[src/rtl/uart_reg_ctrl_if.sv]
// Bundles the UART byte interface and the local register bus seen by uart_reg_ctrl.
// master = the command sequencer, slave = UART plus register file.
interface uart_reg_ctrl_if #(
  parameter int unsigned ADDR_W = 8,
  parameter int unsigned DATA_W = 16
);
  logic              uart_rx_ready;
  logic [7:0]        uart_rx_data;
  logic              uart_tx_start;
  logic [7:0]        uart_tx_data;
  logic              uart_tx_busy;
  logic              reg_wr_en;
  logic              reg_rd_en;
  logic [ADDR_W-1:0] reg_addr;
  logic [DATA_W-1:0] reg_wdata;
  logic [DATA_W-1:0] reg_rdata;
  logic              reg_rd_ack;

  modport master (
    input  uart_rx_ready, uart_rx_data, uart_tx_busy, reg_rdata, reg_rd_ack,
    output uart_tx_start, uart_tx_data, reg_wr_en, reg_rd_en, reg_addr, reg_wdata
  );

  modport slave (
    output uart_rx_ready, uart_rx_data, uart_tx_busy, reg_rdata, reg_rd_ack,
    input  uart_tx_start, uart_tx_data, reg_wr_en, reg_rd_en, reg_addr, reg_wdata
  );
endinterface

[src/rtl/uart_reg_ctrl.sv]
// Host command sequencer: parses SYNC/CMD/ADDR/DATA frames from the UART, performs one
// register access and streams the ACK/NACK response back out through the UART.
module uart_reg_ctrl #(
  parameter int unsigned ADDR_W      = 8,
  parameter int unsigned DATA_BYTES  = 2,
  parameter int unsigned TIMEOUT_CYC = 125000
) (
  input  logic            clk,
  input  logic            rst_n,
  uart_reg_ctrl_if.master bus,
  output logic            busy,
  output logic            err_pulse
);
  localparam int unsigned DataW   = 8 * DATA_BYTES;
  localparam int unsigned TxW     = DataW + 8;
  localparam int unsigned TmoW    = $clog2(TIMEOUT_CYC + 1);
  localparam int unsigned CntW    = $clog2(DATA_BYTES + 2);
  localparam logic [TmoW-1:0] TmoLast  = TmoW'(TIMEOUT_CYC - 1);
  localparam logic [CntW-1:0] LastByte = CntW'(DATA_BYTES - 1);
  localparam logic [CntW-1:0] RdRspLen = CntW'(DATA_BYTES + 1);
  localparam logic [7:0] Sync = 8'h55;
  localparam logic [7:0] Ack  = 8'hAA;
  localparam logic [7:0] Nack = 8'hEE;

  typedef enum logic [3:0] {
    StIdle, StCmd, StAddr, StWdata, StRegWr, StRegRd, StTxLoad, StTxWaitHi, StTxWaitLo
  } state_e;

  state_e           state_q;
  logic             rx_ready_q;
  logic             is_read_q;
  logic [CntW-1:0]  byte_cnt_q;
  logic [CntW-1:0]  tx_cnt_q;
  logic [TmoW-1:0]  tmo_cnt_q;
  logic [TxW-1:0]   tx_buf_q;
  logic             byte_ev;
  logic             tmo_hit;
  logic             in_busy_phase;

  assign byte_ev = bus.uart_rx_ready & ~rx_ready_q;
  // A byte arriving on the terminal count wins over the timeout.
  assign tmo_hit = (tmo_cnt_q == TmoLast) & ~byte_ev;
  assign busy    = (state_q != StIdle);
  assign in_busy_phase = (state_q == StRegWr) || (state_q == StRegRd) ||
                         (state_q == StTxLoad) || (state_q == StTxWaitHi) ||
                         (state_q == StTxWaitLo);

  always_ff @(posedge clk) begin
    if (!rst_n) begin
      state_q           <= StIdle;
      rx_ready_q        <= 1'b0;
      is_read_q         <= 1'b0;
      byte_cnt_q        <= '0;
      tx_cnt_q          <= '0;
      tmo_cnt_q         <= '0;
      tx_buf_q          <= '0;
      bus.uart_tx_start <= 1'b0;
      bus.uart_tx_data  <= '0;
      bus.reg_wr_en     <= 1'b0;
      bus.reg_rd_en     <= 1'b0;
      bus.reg_addr      <= '0;
      bus.reg_wdata     <= '0;
      err_pulse         <= 1'b0;
    end else begin
      rx_ready_q        <= bus.uart_rx_ready;
      bus.uart_tx_start <= 1'b0;
      bus.reg_wr_en     <= 1'b0;
      bus.reg_rd_en     <= 1'b0;
      err_pulse         <= byte_ev & in_busy_phase;
      tmo_cnt_q         <= byte_ev ? '0 : tmo_cnt_q + TmoW'(1);

      unique case (state_q)
        StIdle: begin
          tmo_cnt_q <= '0;
          if (byte_ev && bus.uart_rx_data == Sync) state_q <= StCmd;
        end
        StCmd: begin
          if (byte_ev) begin
            if (bus.uart_rx_data == 8'h01 || bus.uart_rx_data == 8'h02) begin
              is_read_q <= (bus.uart_rx_data == 8'h02);
              state_q   <= StAddr;
            end else begin
              tx_buf_q  <= {Nack, {DataW{1'b0}}};
              tx_cnt_q  <= CntW'(1);
              err_pulse <= 1'b1;
              state_q   <= StTxLoad;
            end
          end else if (tmo_hit) begin
            err_pulse <= 1'b1;
            state_q   <= StIdle;
          end
        end
        StAddr: begin
          if (byte_ev) begin
            bus.reg_addr <= ADDR_W'(bus.uart_rx_data);
            if (is_read_q) begin
              bus.reg_rd_en <= 1'b1;
              state_q       <= StRegRd;
            end else begin
              byte_cnt_q <= '0;
              state_q    <= StWdata;
            end
          end else if (tmo_hit) begin
            err_pulse <= 1'b1;
            state_q   <= StIdle;
          end
        end
        StWdata: begin
          if (byte_ev) begin
            bus.reg_wdata <= (bus.reg_wdata << 8) | DataW'(bus.uart_rx_data);
            if (byte_cnt_q == LastByte) begin
              bus.reg_wr_en <= 1'b1;
              state_q       <= StRegWr;
            end else begin
              byte_cnt_q <= byte_cnt_q + CntW'(1);
            end
          end else if (tmo_hit) begin
            err_pulse <= 1'b1;
            state_q   <= StIdle;
          end
        end
        StRegWr: begin
          tmo_cnt_q <= '0;
          tx_buf_q  <= {Ack, {DataW{1'b0}}};
          tx_cnt_q  <= CntW'(1);
          state_q   <= StTxLoad;
        end
        StRegRd: begin
          // reg_rd_en still high means this is the strobe cycle; an ack there is ignored.
          if (bus.reg_rd_ack && !bus.reg_rd_en) begin
            tmo_cnt_q <= '0;
            tx_buf_q  <= {Ack, bus.reg_rdata};
            tx_cnt_q  <= RdRspLen;
            state_q   <= StTxLoad;
          end else if (tmo_hit) begin
            tmo_cnt_q <= '0;
            tx_buf_q  <= {Nack, {DataW{1'b0}}};
            tx_cnt_q  <= CntW'(1);
            err_pulse <= 1'b1;
            state_q   <= StTxLoad;
          end
        end
        StTxLoad: begin
          tmo_cnt_q <= '0;
          if (!bus.uart_tx_busy) begin
            bus.uart_tx_data  <= tx_buf_q[TxW-1 -: 8];
            bus.uart_tx_start <= 1'b1;
            tx_buf_q          <= tx_buf_q << 8;
            tx_cnt_q          <= tx_cnt_q - CntW'(1);
            state_q           <= StTxWaitHi;
          end
        end
        StTxWaitHi: begin
          tmo_cnt_q <= '0;
          if (bus.uart_tx_busy) state_q <= StTxWaitLo;
        end
        StTxWaitLo: begin
          tmo_cnt_q <= '0;
          if (!bus.uart_tx_busy) state_q <= (tx_cnt_q != '0) ? StTxLoad : StIdle;
        end
        default: state_q <= StIdle;
      endcase
    end
  end
endmodule
[src/flat_wrapper.sv]
// flat-port wrapper written by rule: the top's interface ports become plain ports
module uart_reg_ctrl_flat 
#(
  parameter int unsigned ADDR_W      = 8,
  parameter int unsigned DATA_BYTES  = 2,
  parameter int unsigned TIMEOUT_CYC = 125000
)
  (clk, rst_n, busy, err_pulse, bus_uart_rx_ready, bus_uart_rx_data, bus_uart_tx_busy, bus_reg_rdata, bus_reg_rd_ack, bus_uart_tx_start, bus_uart_tx_data, bus_reg_wr_en, bus_reg_rd_en, bus_reg_addr, bus_reg_wdata);
  uart_reg_ctrl_if #(.ADDR_W(ADDR_W)) bus_i ();
  input  logic clk;
  input  logic rst_n;
  output logic busy;
  output logic err_pulse;
  input wire logic [$bits(bus_i.uart_rx_ready)-1:0] bus_uart_rx_ready;
  input wire logic [$bits(bus_i.uart_rx_data)-1:0] bus_uart_rx_data;
  input wire logic [$bits(bus_i.uart_tx_busy)-1:0] bus_uart_tx_busy;
  input wire logic [$bits(bus_i.reg_rdata)-1:0] bus_reg_rdata;
  input wire logic [$bits(bus_i.reg_rd_ack)-1:0] bus_reg_rd_ack;
  output wire logic [$bits(bus_i.uart_tx_start)-1:0] bus_uart_tx_start;
  output wire logic [$bits(bus_i.uart_tx_data)-1:0] bus_uart_tx_data;
  output wire logic [$bits(bus_i.reg_wr_en)-1:0] bus_reg_wr_en;
  output wire logic [$bits(bus_i.reg_rd_en)-1:0] bus_reg_rd_en;
  output wire logic [$bits(bus_i.reg_addr)-1:0] bus_reg_addr;
  output wire logic [$bits(bus_i.reg_wdata)-1:0] bus_reg_wdata;
  assign bus_i.uart_rx_ready = bus_uart_rx_ready;
  assign bus_i.uart_rx_data = bus_uart_rx_data;
  assign bus_i.uart_tx_busy = bus_uart_tx_busy;
  assign bus_i.reg_rdata = bus_reg_rdata;
  assign bus_i.reg_rd_ack = bus_reg_rd_ack;
  assign bus_uart_tx_start = bus_i.uart_tx_start;
  assign bus_uart_tx_data = bus_i.uart_tx_data;
  assign bus_reg_wr_en = bus_i.reg_wr_en;
  assign bus_reg_rd_en = bus_i.reg_rd_en;
  assign bus_reg_addr = bus_i.reg_addr;
  assign bus_reg_wdata = bus_i.reg_wdata;
  uart_reg_ctrl #(.ADDR_W(ADDR_W), .DATA_BYTES(DATA_BYTES), .TIMEOUT_CYC(TIMEOUT_CYC)) u_core (.clk(clk), .rst_n(rst_n), .bus(bus_i), .busy(busy), .err_pulse(err_pulse));
endmodule
[config.mk]
export PLATFORM = sky130hd
export DESIGN_NAME = uart_reg_ctrl_flat
export DESIGN_NICKNAME = d
export VERILOG_FILES = /design/src/rtl/uart_reg_ctrl_if.sv /design/src/rtl/uart_reg_ctrl.sv /design/src/flat_wrapper.sv
export SDC_FILE = /design/constraint.sdc
export NUM_CORES = 1
export LEC_CHECK = 0
export ABC_CLOCK_PERIOD_IN_PS = 4200
export BUFFER_PORTS_ARGS = -buffer_cell sky130_fd_sc_hd__buf_2
export CAP_MARGIN = 20
export CORE_MARGIN = 5
export CORE_UTILIZATION = 50
export CTS_CLUSTER_SIZE = 40
export DETAILED_ROUTE_END_ITERATION = 8
export PLACE_DENSITY = 0.81
export SLEW_MARGIN = 20
export SYNTH_ARGS = -nofsm -noshare
export SYNTH_HDL_FRONTEND = slang
export SYNTH_SLANG_ARGS = --single-unit
[constraint.sdc]
create_clock -name clk -period 4.2 [get_ports clk]
set_input_delay 0 -clock clk [delete_from_list [all_inputs] [get_ports clk]]
set_output_delay 0 -clock clk [all_outputs]
set_load 0.05 [all_outputs]
* Word-level counts from Yosys, hierarchy flattened
Cells that the tools add are included.
** Storage, ports and cells
- Register bits :: 87
- Bits of input ports :: 29
- Output and inout bits :: 37
- Logic and storage cells :: 119
** Cells by class
- $add $sub $neg :: 3
- Equal/unequal tests :: 25
- Multiplexer cells :: 45
- Bitwise gates (word level) :: 7
- Reductions and logical operators :: 25
** Operators with widths (count)
- $mux W24 :: 5
- $pmux W24 S4 :: 1
- $mux W17 :: 3
- $mux W4 :: 11
- $pmux W4 S9 :: 1
- $pmux W17 S2 :: 1
- $mux W2 :: 9
- $add A17 B1 Y17 const B :: 1
- $eq A17 B17 Y1 const B :: 1
- $eq A4 B3 Y1 const B :: 4
- $or A16 B8 Y16 :: 1
- $ne A2 B2 Y1 const B :: 6
- $reduce_and A5 Y1 :: 2
- $mux W3 :: 3
- $reduce_and A3 Y1 :: 3
- $eq A4 B2 Y1 const B :: 2
- $eq A8 B1 Y1 const B :: 1
- $eq A8 B2 Y1 const B :: 1
- $eq A8 B7 Y1 const B :: 1
- $mux W1 :: 8
- $ne A2 B1 Y1 const B :: 4
- $pmux W2 S4 :: 1
- $reduce_and A2 Y1 :: 4
- $reduce_bool A4 Y1 :: 2
- other kinds (19) :: 29

* Logic depth before layout (Yosys ltp)
Gate-level depths: netlist of run 1.
- Word-level depth :: 9
- Depth in mapped cells :: 8
- Mapped depth without buffers :: 7

* Worst setup path before layout of run 1
OpenSTA, ideal clock, no wires.
- Kind :: reg-to-reg
- Start point :: reg u_core.state_q[1]
- End point :: reg u_core.state_q[3]
- Library setup time :: 115 ps
- Arrival time :: 1850 ps
- Required time :: 4085 ps
- Path slack :: 2236 ps
- Stages on the path, launching flop included :: 6
- Path buffers :: 0
- Clock period less this slack :: 1964 ps
- Path through :: dfxtp_1 or4_1 a41oi_1 a2111o_1 nor4_1 o21a_1
** On the way
- Longest elaborated chain between the ends :: 3
- Elaborated cells between the ends (all ways) :: 17
- Those cells by class :: 14 x eq/ne; 1 x mux; 2 x reduce/logical
** Ends and longest elaborated chain
- from (decl) :: RTL line uart_reg_ctrl.sv:29 : state_e state_q;
- from (signal assigned) :: RTL line uart_reg_ctrl.sv:50 : state_q <= StIdle;
- from (signal assigned) :: RTL line uart_reg_ctrl.sv:75 : if (byte_ev && bus.uart_rx_data == Sync) state_q <= StCmd;
- from (signal assigned) :: RTL line uart_reg_ctrl.sv:81 : state_q <= StAddr;
- $eq A4 B2 Y1 (tied with other cells) :: RTL line uart_reg_ctrl.sv:72 : unique case (state_q)
- $ne A3 B3 Y1 (no source line) (tied with other cells)
- $reduce_and A6 Y1 (no source line)
Parallel ways exist; a longest one is shown, timed or not.
A chain may end at the register's enable or synchronous reset.

* Worst setup path after layout of run 1
- Start point :: reg u_core.state_q[0]
- End point :: reg u_core.tx_buf_q[6]
** On the way
- Longest elaborated chain between the ends :: 3
- Elaborated cells between the ends (all ways) :: 11
- Those cells by class :: 8 x eq/ne; 1 x mux; 2 x reduce/logical
** Ends and longest elaborated chain
- $eq A4 B3 Y1 or $eq A4 B1 Y1 (tied branches) :: RTL line uart_reg_ctrl.sv:72
- $ne A3 B2 Y1 (no source line) (tied with other cells)
- $reduce_and A5 Y1 (no source line)
- to (signal assigned) :: RTL line uart_reg_ctrl.sv:83 : tx_buf_q <= {Nack, {DataW{1'b0}}};
- to (signal assigned) :: RTL line uart_reg_ctrl.sv:124 : tx_buf_q <= {Ack, {DataW{1'b0}}};
- to (signal assigned) :: RTL line uart_reg_ctrl.sv:132 : tx_buf_q <= {Ack, bus.reg_rdata};
- to (decl) :: RTL line uart_reg_ctrl.sv:35 : logic [TxW-1:0] tx_buf_q;
Parallel ways exist; a longest one is shown, timed or not.

==> out/qor.yml, run 1 <==
worst_skew_pair.late_latency_ps: 350
p_int_mw: 1.46
p_leak_nw: 1.83
clk_path_buf_depth: 2
worst_hold_path_type: "primary input to register"
pwr-share-comb_pct: 22.9
core_area_um2: 7330
yosysSeqAreaShare_pct: 45.7
ios: 66
dpl_cell_area_um2: 4140
syn_avg_cell_area_um2: 8.83
critPathArrivalTime_ps: 2830
seqPwrFrac_pct: 44.8
critical_path.max_fanout: 21
num_vias: 3207
numCtsBuffers: 9
cts_tree: "built"
cts-root-buf: "clkbuf_8"
pwr_density_cell_nw_per_um2: 466
crit_required_ps: 4440
yosys-top-cells-count: "dfxtp_1, nand2_1, a21oi_1"
worst_slew_pin_slew_ps: 1030
dpl.hpwl_um: 5710
grt_pass1_vias: 3025
power_switching_mw: 0.663
finalSetupViolations: 0
wl_met3_um: 515
dr.pass1.iters: 5
grt_use_total_pct: 17.8
synth_edf_count: 0
layout.nets: 528
rsz0062_at_grt: "false"
met2_wirelength_um: 3840
synth_top_area_share_pct: 45.7
io_buffers: 65
peakVddDrop_v: 0.000192
synthTopCellsByArea: "dfxtp_1, nand2_1, mux2i_1"
place_inst: 567
utilization_pct: 62.1
core.rowCount: 31
grt_overflow_total: 0
antenna_found_initial: 1
routabilityCongestion: 0.913
drc: 0
top_layer: "met4"
h-tree-depth: 3
status: "complete, no violations"
grt_max_degree: 46
clock-skew-final_ps: 6.39
drive_above_1_share_pct: 20.6
clock_power_share_pct: 32.3
synth-seq-cells: 87
ant_nets: 0
start_util_pct: 51.9
clkSinkCount: 87
vias_per_cell: 5.34
hold_violations: 0
wl_met1_um: 3980
drt-initial-drc-count: 308
critPathLaunchType: "register"
fin_area_um2: 4550
final_max_slew_viol_count: 0
final_cell_count_no_fill: 601
tns_ps: 0
cap_violations: 0
period_share_pct: 61.6
max_freq_mhz: 387
ys.flop_type: "dfxtp_1"
crit_type: "register to register"
crit_path_end_kind: "register"
path_clk_slew_ps: 90
grt_pass1_wl_um: 14200
ys_types: 56
fin_crit_ps: 2590
wire_per_inst_um: 14.1
die_area_um2: 9460
drt_wl_total_um: 8450
die_x_um: 97.3
swShare_pct: 31.2
ctsResizeCount: 0
area_delta_synth_final_pct: 19.5
synth_fp_nets: 463
chipHeight_um: 97.3
yosysTopAreaCell: "dfxtp_1"
async_reset_ff_share_pct: 0
ys.warnings.count: 0
slew_headroom_pct: 30.9
syn-cell-area_um2: 3810
syn_inst: 431
synth_most_common_cell: "dfxtp_1"
==> per-layer routing <==
metal	global-route usage, %	up-vias
met5	0	-
met4	6.82	0
li1	-	1631
met1	23.9	1469
met3	5.10	12
met2	27.1	95
==> cell usage in the layout, fill, tap and decap left out, types with 9 or more instances in the layout <==
cell type	n
a21oi_1	34
buf_2	65
clkbuf_8	9
dfxtp_1	87
dlygate4sd3_1	17
mux2i_1	19
nand2_1	80
nand3_1	10
nor2_1	32
nor2_2	10
nor3_1	10
xnor2_1	9
==> power groups by stage <==
stage | combinational (mW) | sequential, mW | clock (mW)
after floorplan | 0.386 | 0.961 | 0
after global placement | 0.455 | 0.963 | 0
after detailed placement | 0.465 | 0.965 | 0
after CTS | 0.482 | 0.946 | 0.695
after global routing | 0.531 | 0.960 | 0.726
final | 0.486 | 0.949 | 0.685
==> path summary, 6_finish.rpt <==
kind | start | to | slack (ps) | depth (start not counted)
max | u_core.state_q[0]$_SDFFE_PN0P_ | u_core.tx_buf_q[6]$_SDFFE_PN0P_ | 1610 | 5
min | bus_reg_rdata[9] | u_core.tx_buf_q[9]$_SDFFE_PN0P_ | 30 | 4
max reg2reg | u_core.state_q[0]$_SDFFE_PN0P_ | u_core.tx_buf_q[6]$_SDFFE_PN0P_ | 1610 | 5
min reg2reg | u_core.bus.uart_tx_data[5]$_SDFFE_PN0P_ | u_core.bus.uart_tx_data[5]$_SDFFE_PN0P_ | 450 | 2
==> what timing repair did <==
item,CTS,global route
hold buffers,17,0
setup buffers,0,0
endpoints found under the setup margin,0,0
hold endpoints to repair,26,0
==> metrics by stage <==
step / power, mW / hold WS [ps] / worst slack, ps
6_report: 2.12 / 33.2 / 1610
3_5_place_dp: 1.43 / 211 / 1690
2_1_floorplan: 1.35 / 122 / 2240
3_3_place_gp: 1.42 / 213 / 1790
5_1_grt: 2.22 / 45.4 / 1500
4_1_cts: 2.12 / 30.3 / 1680
==> state kept, by name (all words and copies together) (netlist names) <==
register,count
u_core.tx_cnt_q,2
u_core.bus.uart_tx_data,8
u_core.is_read_q,1
u_core.tx_buf_q,24
u_core.bus.reg_rd_en,1
u_core.bus.reg_addr,8
u_core.err_pulse,1
u_core.bus.reg_wr_en,1
u_core.tmo_cnt_q,17
u_core.rx_ready_q,1
u_core.bus.uart_tx_start,1
u_core.bus.reg_wdata,16
u_core.state_q,4
u_core.byte_cnt_q,2
==> cell families (layout without fill, tap and decap cells) <==
| kind of cell | after synthesis | in the layout | share of synthesized area [%] |
|---|---|---|---|
| adders and majority gates | 3 | 3 | 0.986 |
| xor gates and xnor gates | 17 | 17 | 3.91 |
| and+or+nand+nor | 184 | 184 | 23.3 |
| DFF | 87 | 87 | 45.7 |
| muxes | 19 | 19 | 5.00 |
| other | 0 | 1 | 0 |
| AOI/OAI and AO/OA | 85 | 85 | 17.0 |
| buffers and inverters | 36 | 106 | 4.11 |
==> layout make-up <==
type,count,area [µm²]
well taps,99,124
clock inverters,6,109
fillers,658,2780
repair buffers,83,503
diodes,1,2.50
flip-flops and latches,87,1740
inverters,7,26.3
clock buffers,10,128
multi-input cells,308,1920
==> critical path, stage by stage, from the launching register on <==
cell and delay (ps):
dfxtp_1 770, nand2b_1 200, or4_1 540, a31oi_2 330, o211ai_4 290, a32o_1 350
(Power assumes the default switching activity.)
==> inputs of run 2 (changes only) <==
--- a/config.mk
+++ b/config.mk
@@ -5,7 +5,8 @@
 export SDC_FILE = /design/constraint.sdc
 export NUM_CORES = 1
 export LEC_CHECK = 0
-export ABC_CLOCK_PERIOD_IN_PS = 4200
+export ABC_AREA = 1
+export ABC_CLOCK_PERIOD_IN_PS = 2500
 export BUFFER_PORTS_ARGS = -buffer_cell sky130_fd_sc_hd__buf_2
 export CAP_MARGIN = 20
 export CORE_MARGIN = 5
==> constraint.sdc (replaced) <==
create_clock -name clk -period 2.5 [get_ports clk]
set_input_delay 0 -clock clk [delete_from_list [all_inputs] [get_ports clk]]
set_output_delay 0 -clock clk [all_outputs]
set_load 0.05 [all_outputs]
==> run 2 against run 1 <==
First-iteration DRC count fell by 35%. Routed wire length is 9.1% higher. Synthesized cell count grew 37%. Critical path depth increased by 7. Critical endpoint is now u_core.tx_buf_q[20]$_SDFFE_PN0P_.
==> out/qor.yml, run 2 <==
die_x_um: 100  # was 97.3 µm
start_util_pct: 50.5  # was 51.9%
cpPeakStageDelay_ps: 390  # was 770 ps
rsz0062_at_grt: "false"  # unchanged
drt_wl_total_um: 9220  # was 8450 µm
cts_tree: "built"  # unchanged
final_max_slew_viol_count: 0  # unchanged
peakVddDrop_v: 0.000365  # was 0.000192 V
yosysSeqAreaShare_pct: 42.6  # was 45.7%
crit_required_ps: 2720  # was 4440 ps
final_cell_mix: "nand2_1, dfxtp_1, nor2_1"  # was dfxtp_1, nand2_1, buf_2
synth_top_family_by_area: "simple AND/OR/NAND/NOR gates"  # unchanged
synth_edf_count: 0  # unchanged
io_buffers: 65  # unchanged
crit_type: "register to register"  # unchanged
synth_most_common_cell: "nand2_1"  # was dfxtp_1
synth_fp_nets: 621  # was 463
grt_pass1_wl_um: 16100  # was 14200 µm
clock-skew-final_ps: 12.0  # was 6.39 ps
fin_crit_ps: 1950  # was 2590 ps
r2r-start: "u_core.tmo_cnt_q[0]$_SDFF_PN0_"  # was u_core.state_q[0]$_SDFFE_PN0P_
yosys-top-cells-count: "nand2_1, dfxtp_1, nor2_1"  # was dfxtp_1, nand2_1, a21oi_1
chipHeight_um: 100  # was 97.3 µm
async_reset_ff_share_pct: 0  # unchanged
core.rowCount: 33  # was 31
largest_reg_flops: 24  # unchanged
utilization_pct: 59.5  # was 62.1%
drive_above_1_share_pct: 18.1  # was 20.6%
finalPower_mw: 2.64  # was 2.12 mW
hold_slack_ps: 30.4  # was 33.2 ps
clk_path_buf_depth: 2  # unchanged
ys.flop_type: "dfxtp_1"  # unchanged
cp_slowest_cell: "a21oi_4"  # was dfxtp_1
grt_overflow_total: 0  # unchanged
syn-cell-area_um2: 4090  # was 3810 µm²
period_share_pct: 77.8  # was 61.6%
yosysTopAreaCell: "dfxtp_1"  # unchanged
worst_skew_pair.late_latency_ps: 360  # was 350 ps
p_leak_nw: 2.01  # was 1.83 nW
muxShareOfSynthArea_pct: 0  # was 5.00%
drt-initial-drc-count: 199  # was 308
core_area_um2: 8090  # was 7330 µm²
fin_area_um2: 4820  # was 4550 µm²
synth-seq-cells: 87  # unchanged
hold_start: "bus_reg_rdata[15]"  # was bus_reg_rdata[9]
pre_cts_slack_ps: 552  # was 1690 ps
die_area_um2: 10100  # was 9460 µm²
synth_adder_area_share_pct: 0.918  # was 0.986%
diodes: 0  # was 1
dpl.hpwl_um: 6650  # was 5710 µm
crit_start: "u_core.tmo_cnt_q[0]$_SDFF_PN0_"  # was u_core.state_q[0]$_SDFFE_PN0P_
reg_top3: "u_core.tx_buf_q: 24 flops, u_core.tmo_cnt_q: 17 flops, u_core.bus.reg_wdata: 16 flops"  # unchanged
num_vias: 3844  # was 3207
synthSimpleGateAreaFrac_pct: 34.1  # was 23.3%
finalSetupViolations: 0  # unchanged
place_inst: 740  # was 567
antenna_found_initial: 0  # was 1
syn_avg_cell_area_um2: 6.94  # was 8.83 µm²
worst-path-buf-inv: 0  # unchanged
critical_path.max_fanout: 16  # was 21
numCtsBuffers: 9  # unchanged
ys_types: 40  # was 56
dpl_cell_area_um2: 4450  # was 4140 µm²
cts-root-buf: "clkbuf_8"  # unchanged
ctsResizeCount: 0  # unchanged
pwr_density_cell_nw_per_um2: 548  # was 466 nW/µm²
critPathLaunchType: "register"  # unchanged
grt_max_degree: 55  # was 46
layout.nets: 696  # was 528
status: "complete, no violations"  # unchanged
area_delta_synth_final_pct: 17.8  # was 19.5%
cp_common_cell: "nand2_1"
critPathArrivalTime_ps: 2160  # was 2830 ps
h-tree-depth: 3  # unchanged
wire_per_inst_um: 11.9  # was 14.1 µm
drc: 0  # unchanged
hold_violations: 0  # unchanged
ys.warnings.count: 0  # unchanged
dr.pass1.iters: 5  # unchanged
ios: 66  # unchanged
grt_use_total_pct: 19.4  # was 17.8%
path_clk_slew_ps: 90  # about the same
grt_pass1_vias: 3614  # was 3025
crit_path_end_kind: "register"  # unchanged
syn_inst: 589  # was 431
cap_violations: 0  # unchanged
yosys.area_share.xor_xnor_pct: 1.07  # was 3.91%
ant_nets: 0  # unchanged
final_cell_count_no_fill: 774  # was 601
layout_commonest_cell: "nand2_1"  # was dfxtp_1
synth_top_area_share_pct: 42.6  # was 45.7%
crit_chain: "ha_1 -> nand2_1 -> nor2_1 -> nand2_1 -> nor2_2 -> nand2_2 -> nand2_4 -> nand2_4 -> a21oi_4 -> nand2_1 -> nand2_1 -> nor2_1"  # was nand2b_1 -> or4_1 -> a31oi_2 -> o211ai_4 -> a32o_1
worst_slew_pin_slew_ps: 886  # was 1030 ps
nFillCells: 780  # was 658
synth_compound_area_share_pct: 11.7  # was 17.0%
cpLargestDelayFamily: "simple AND/OR/NAND/NOR gates"  # was compound AO/OA/AOI/OAI gates
slew_headroom_pct: 40.8  # was 30.9%
synthTopCellsByArea: "dfxtp_1, nand2_1, nor2_1"  # was dfxtp_1, nand2_1, mux2i_1
largest-register: "u_core.tx_buf_q"  # unchanged
clkSinkCount: 87  # unchanged
worst_hold_path_type: "primary input to register"  # unchanged
tns_ps: 0  # unchanged
finalWorstSetupSlack_ps: 554  # was 1610 ps
max_freq_mhz: 514  # was 387 MHz
routabilityCongestion: 0.914  # was 0.913
vias_per_cell: 4.97  # was 5.34
-- run 2: cell count changes after synthesis, moves of 8 or more --
cell	before	now
and3_1	8	0
a22o_1	8	0
clkbuf_1	23	10
inv_1	7	65
a32o_1	8	0
a21oi_1	34	48
nand2_1	80	161
mux2i_1	19	0
nand3_1	10	36
nor2_1	32	74
o21ai_0	6	21
-- run 2: worst register-to-register path: stages (launching register included) --
cell     delay [ps]
dfxtp_1         360
ha_1            200
nand2_1          90
nor2_1          110
nand2_1          70
nor2_2           90
nand2_2          90
nand2_4          90
nand2_4          70
a21oi_4         390
nand2_1         110
nand2_1          90
nor2_1           40
-- run 2: worst paths after layout --
| check | endpoint | slack (ps) | depth (start not counted) |
|---|---|---|---|
| hold reg to reg | u_core.bus.uart_tx_data[7]$_SDFFE_PN0P_ | 450 | 2 |
| setup reg to reg | u_core.tx_buf_q[20]$_SDFFE_PN0P_ | 550 | 12 |
| hold / removal | u_core.tx_buf_q[15]$_SDFFE_PN0P_ | 30 | 7 |
| setup / recovery | u_core.tx_buf_q[20]$_SDFFE_PN0P_ | 550 | 12 |
-- run 2: what timing repair did --
action	in CTS	in global routing
hold endpoints to repair	27	0
buffers inserted	0	0
hold buffers	18	0
setup endpoints to repair	0	0
-- run 2: kinds of logic (layout without fill, tap and decap cells) --
family,Yosys count,count (layout)
flip-flops,87,87
XOR/XNOR,5,5
adder cells (fa/ha/maj),3,3
AND/OR/NAND/NOR,315,315
AO/OA/AOI/OAI,84,84
buffers and inverters,95,175
-- run 2: cell type report --
| cell class | instances | area, µm² | share of cell area, % |
|---|---|---|---|
| well taps | 105 | 131 | 2.73 |
| clock buffers | 10 | 138 | 2.86 |
| inverters | 73 | 274 | 5.69 |
| repair buffers | 86 | 528 | 11.0 |
| clock inverters | 6 | 50.0 | 1.04 |
| multi-input cells | 407 | 1950 | 40.6 |
| flip-flops and latches | 87 | 1740 | 36.2 |
-- run 2: per-layer routing --
metal,up-vias,global-route usage (%),part of all wire [%]
li1,2004,-,-
met1,1727,25.7,46
met2,103,31.1,46
met3,10,4.79,6.3
met4,0,6.01,1.1
met5,-,0,0
-- run 2: power by group --
part	switching (mW)	internal, mW	leakage (nW)	total [mW]
Clock	0.531	0.400	0.0899	0.932
Sequential	0.0225	1.42	0.701	1.44
Combinational	0.176	0.0948	1.22	0.271
Total	0.730	1.91	2.01	2.64
==> inputs of run 3 (changes only) <==
--- a/config.mk
+++ b/config.mk
@@ -6,7 +6,7 @@
 export NUM_CORES = 1
 export LEC_CHECK = 0
 export ABC_AREA = 1
-export ABC_CLOCK_PERIOD_IN_PS = 2500
+export ABC_CLOCK_PERIOD_IN_PS = 2000
 export BUFFER_PORTS_ARGS = -buffer_cell sky130_fd_sc_hd__buf_2
 export CAP_MARGIN = 20
 export CORE_MARGIN = 5
==> constraint.sdc (replaced) <==
create_clock -name clk -period 2 [get_ports clk]
set_input_delay 0 -clock clk [delete_from_list [all_inputs] [get_ports clk]]
set_output_delay 0 -clock clk [all_outputs]
set_load 0.05 [all_outputs]
==> run 3 against run 2 <==
Register-to-register slack worse by 350 ps. First-iteration DRC count up 38%. Global-route usage down 0.33 points. Highest routed layer unchanged. Critical endpoint is now u_core.state_q[2]$_SDFFE_PN0P_. Clock power up 41%.
==> out/qor.yml, run 3 (synthesis results as in run 2) <==
antenna_found_initial: 0  # unchanged
cp_slowest_cell: "dfxtp_1"  # was a21oi_4
peakVddDrop_v: 0.000475  # was 0.000365 V
wl_met3_um: 541  # was 582 µm
critPathArrivalTime_ps: 2000  # was 2160 ps
crit_chain: "nand2_1 -> nor2_1 -> nand2_2 -> nor2_1 -> nor2_1 -> nand2_1 -> nor2_2 -> nand2_1 -> a21oi_1"  # was ha_1 -> nand2_1 -> nor2_1 -> nand2_1 -> nor2_2 -> nand2_2 -> nand2_4 -> nand2_4 -> a21oi_4 -> nand2_1 -> nand2_1 -> nor2_1
numCtsBuffers: 9  # unchanged
vias_per_cell: 4.97  # about the same
grt_overflow_total: 0  # unchanged
cpLargestDelayFamily: "simple AND/OR/NAND/NOR gates"  # unchanged
final_cell_mix: "nand2_1, dfxtp_1, nor2_1"  # unchanged
utilization_pct: 61.0  # was 59.5%
worst_skew_pair.late_latency_ps: 360  # about the same
core_area_um2: 8090  # unchanged
reg_top3: "u_core.tx_buf_q: 24 flops, u_core.tmo_cnt_q: 17 flops, u_core.bus.reg_wdata: 16 flops"  # unchanged
fin_crit_ps: 1790  # was 1950 ps
pwr_density_cell_nw_per_um2: 706  # was 548 nW/µm²
critical_path.max_fanout: 6  # was 16
num_vias: 3890  # was 3844
dr.pass1.iters: 5  # unchanged
nFillCells: 755  # was 780
cts-root-buf: "clkbuf_8"  # unchanged
chipHeight_um: 100  # unchanged
period_share_pct: 89.6  # was 77.8%
layout.nets: 705  # was 696
core.rowCount: 33  # unchanged
pwr-share-comb_pct: 10.7  # was 10.3%
swShare_pct: 26.9  # was 27.6%
seqPwrFrac_pct: 51.6  # was 54.5%
h-tree-depth: 3  # unchanged
clock-skew-final_ps: 11.5  # was 12.0 ps
power_switching_mw: 0.936  # was 0.730 mW
critPathLaunchType: "register"  # unchanged
area_delta_synth_final_pct: 20.7  # was 17.8%
final_cell_count_no_fill: 783  # was 774
drt_wl_total_um: 9290  # was 9220 µm
grt_pass1_vias: 3693  # was 3614
grt_use_total_pct: 19.0  # was 19.4%
slew_headroom_pct: 54.5  # was 40.8%
io_buffers: 65  # unchanged
drive_above_1_share_pct: 19.2  # was 18.1%
die_x_um: 100  # unchanged
crit_required_ps: 2210  # was 2720 ps
die_area_um2: 10100  # unchanged
dpl_cell_area_um2: 4520  # was 4450 µm²
crit_path_end_kind: "register"  # unchanged
max_freq_mhz: 558  # was 514 MHz
wire_per_inst_um: 11.9  # about the same
ios: 66  # unchanged
worst_hold_path_type: "primary input to register"  # unchanged
wl_met1_um: 4290  # was 4270 µm
fin_area_um2: 4930  # was 4820 µm²
layout_commonest_cell: "nand2_1"  # unchanged
largest_reg_flops: 24  # unchanged
top_layer: "met4"  # unchanged
start_util_pct: 50.5  # unchanged
dpl.hpwl_um: 6590  # was 6650 µm
p_leak_nw: 2.08  # was 2.01 nW
clock_power_share_pct: 37.7  # was 35.3%
drt-initial-drc-count: 275  # was 199
path_clk_slew_ps: 90  # about the same
place_inst: 748  # was 740
finalWorstSetupSlack_ps: 209  # was 554 ps
crit_type: "register to register"  # unchanged
worst_slew_pin_slew_ps: 681  # was 886 ps
drc: 0  # unchanged
ctsResizeCount: 0  # unchanged
worst-path-buf-inv: 0  # unchanged
diodes: 0  # unchanged
grt_max_degree: 42  # was 55
rsz0062_at_grt: "false"  # unchanged
routabilityCongestion: 0.920  # was 0.914
met2_wirelength_um: 4390  # was 4270 µm
clk_path_buf_depth: 2  # unchanged
hold_violations: 0  # unchanged
largest-register: "u_core.tx_buf_q"  # unchanged
final_max_slew_viol_count: 0  # unchanged
grt_pass1_wl_um: 16000  # was 16100 µm
tns_ps: 0  # unchanged
status: "complete, no violations"  # unchanged
cts_tree: "built"  # unchanged
pre_cts_slack_ps: 122  # was 552 ps
cpPeakStageDelay_ps: 480  # was 390 ps
finalPower_mw: 3.48  # was 2.64 mW
cap_violations: 0  # unchanged
p_int_mw: 2.55  # was 1.91 mW
hold_slack_ps: 30.7  # was 30.4 ps
clkSinkCount: 87  # unchanged
finalSetupViolations: 0  # unchanged
ant_nets: 0  # unchanged
==> run 3: cell count changes in the layout (fill, tap and decap cells not counted), sizes merged <==
cell / change
clkinvlp: -1
buf: +9
bufinv: +1
==> run 3: layer usage <==
layer / vias up / global-route usage [%]
met5: - / 0
met4: 0 / 6.32
met3: 8 / 3.61
met2: 108 / 31.9
met1: 1752 / 24.6
li1: 2022 / -
==> run 3: final timing paths <==
| check | startpoint | endpoint | slack, ps | depth (start not counted) |
|---|---|---|---|---|
| max | u_core.state_q[0]$_SDFFE_PN0P_ | u_core.state_q[2]$_SDFFE_PN0P_ | 210 | 9 |
| min | bus_reg_rdata[11] | u_core.tx_buf_q[11]$_SDFFE_PN0P_ | 30 | 7 |
| max reg2reg | u_core.state_q[0]$_SDFFE_PN0P_ | u_core.state_q[2]$_SDFFE_PN0P_ | 210 | 9 |
| min reg2reg | u_core.bus.uart_tx_data[3]$_SDFFE_PN0P_ | u_core.bus.uart_tx_data[3]$_SDFFE_PN0P_ | 440 | 2 |
==> run 3: power groups by stage <==
| stage | Sequential (mW) | Combinational [mW] | Clock, mW |
|---|---|---|---|
| floorplan | 1.83 | 0.238 | 0 |
| global placement | 1.83 | 0.327 | 0 |
| detailed placement | 1.84 | 0.335 | 0 |
| CTS | 1.79 | 0.365 | 1.33 |
| global route | 1.80 | 0.421 | 1.41 |
| finish | 1.80 | 0.374 | 1.31 |
==> run 3: final cells by class <==
type	instances	area (µm²)	area share [%]
clock buffers	10	138	2.79
flip-flops and latches	87	1740	35.3
well taps	105	131	2.66
clock inverters	6	75.1	1.52
multi-input cells	407	1950	39.6
inverters	73	274	5.55
repair buffers	95	621	12.6
==> run 3: worst min-delay path, cell delays in order <==
cell and delay (ps):
buf_2 70, nand2_1 40, nand2_1 50, inv_1 30
nand2_1 50, nand2_1 40, nor2_1 70
==> run 3: repair_timing <==
item	4_1_cts	5_1_grt
setup buffers	0	1
hold buffers	18	0
setup endpoints to repair	0	14
endpoints found under the hold margin	26	0
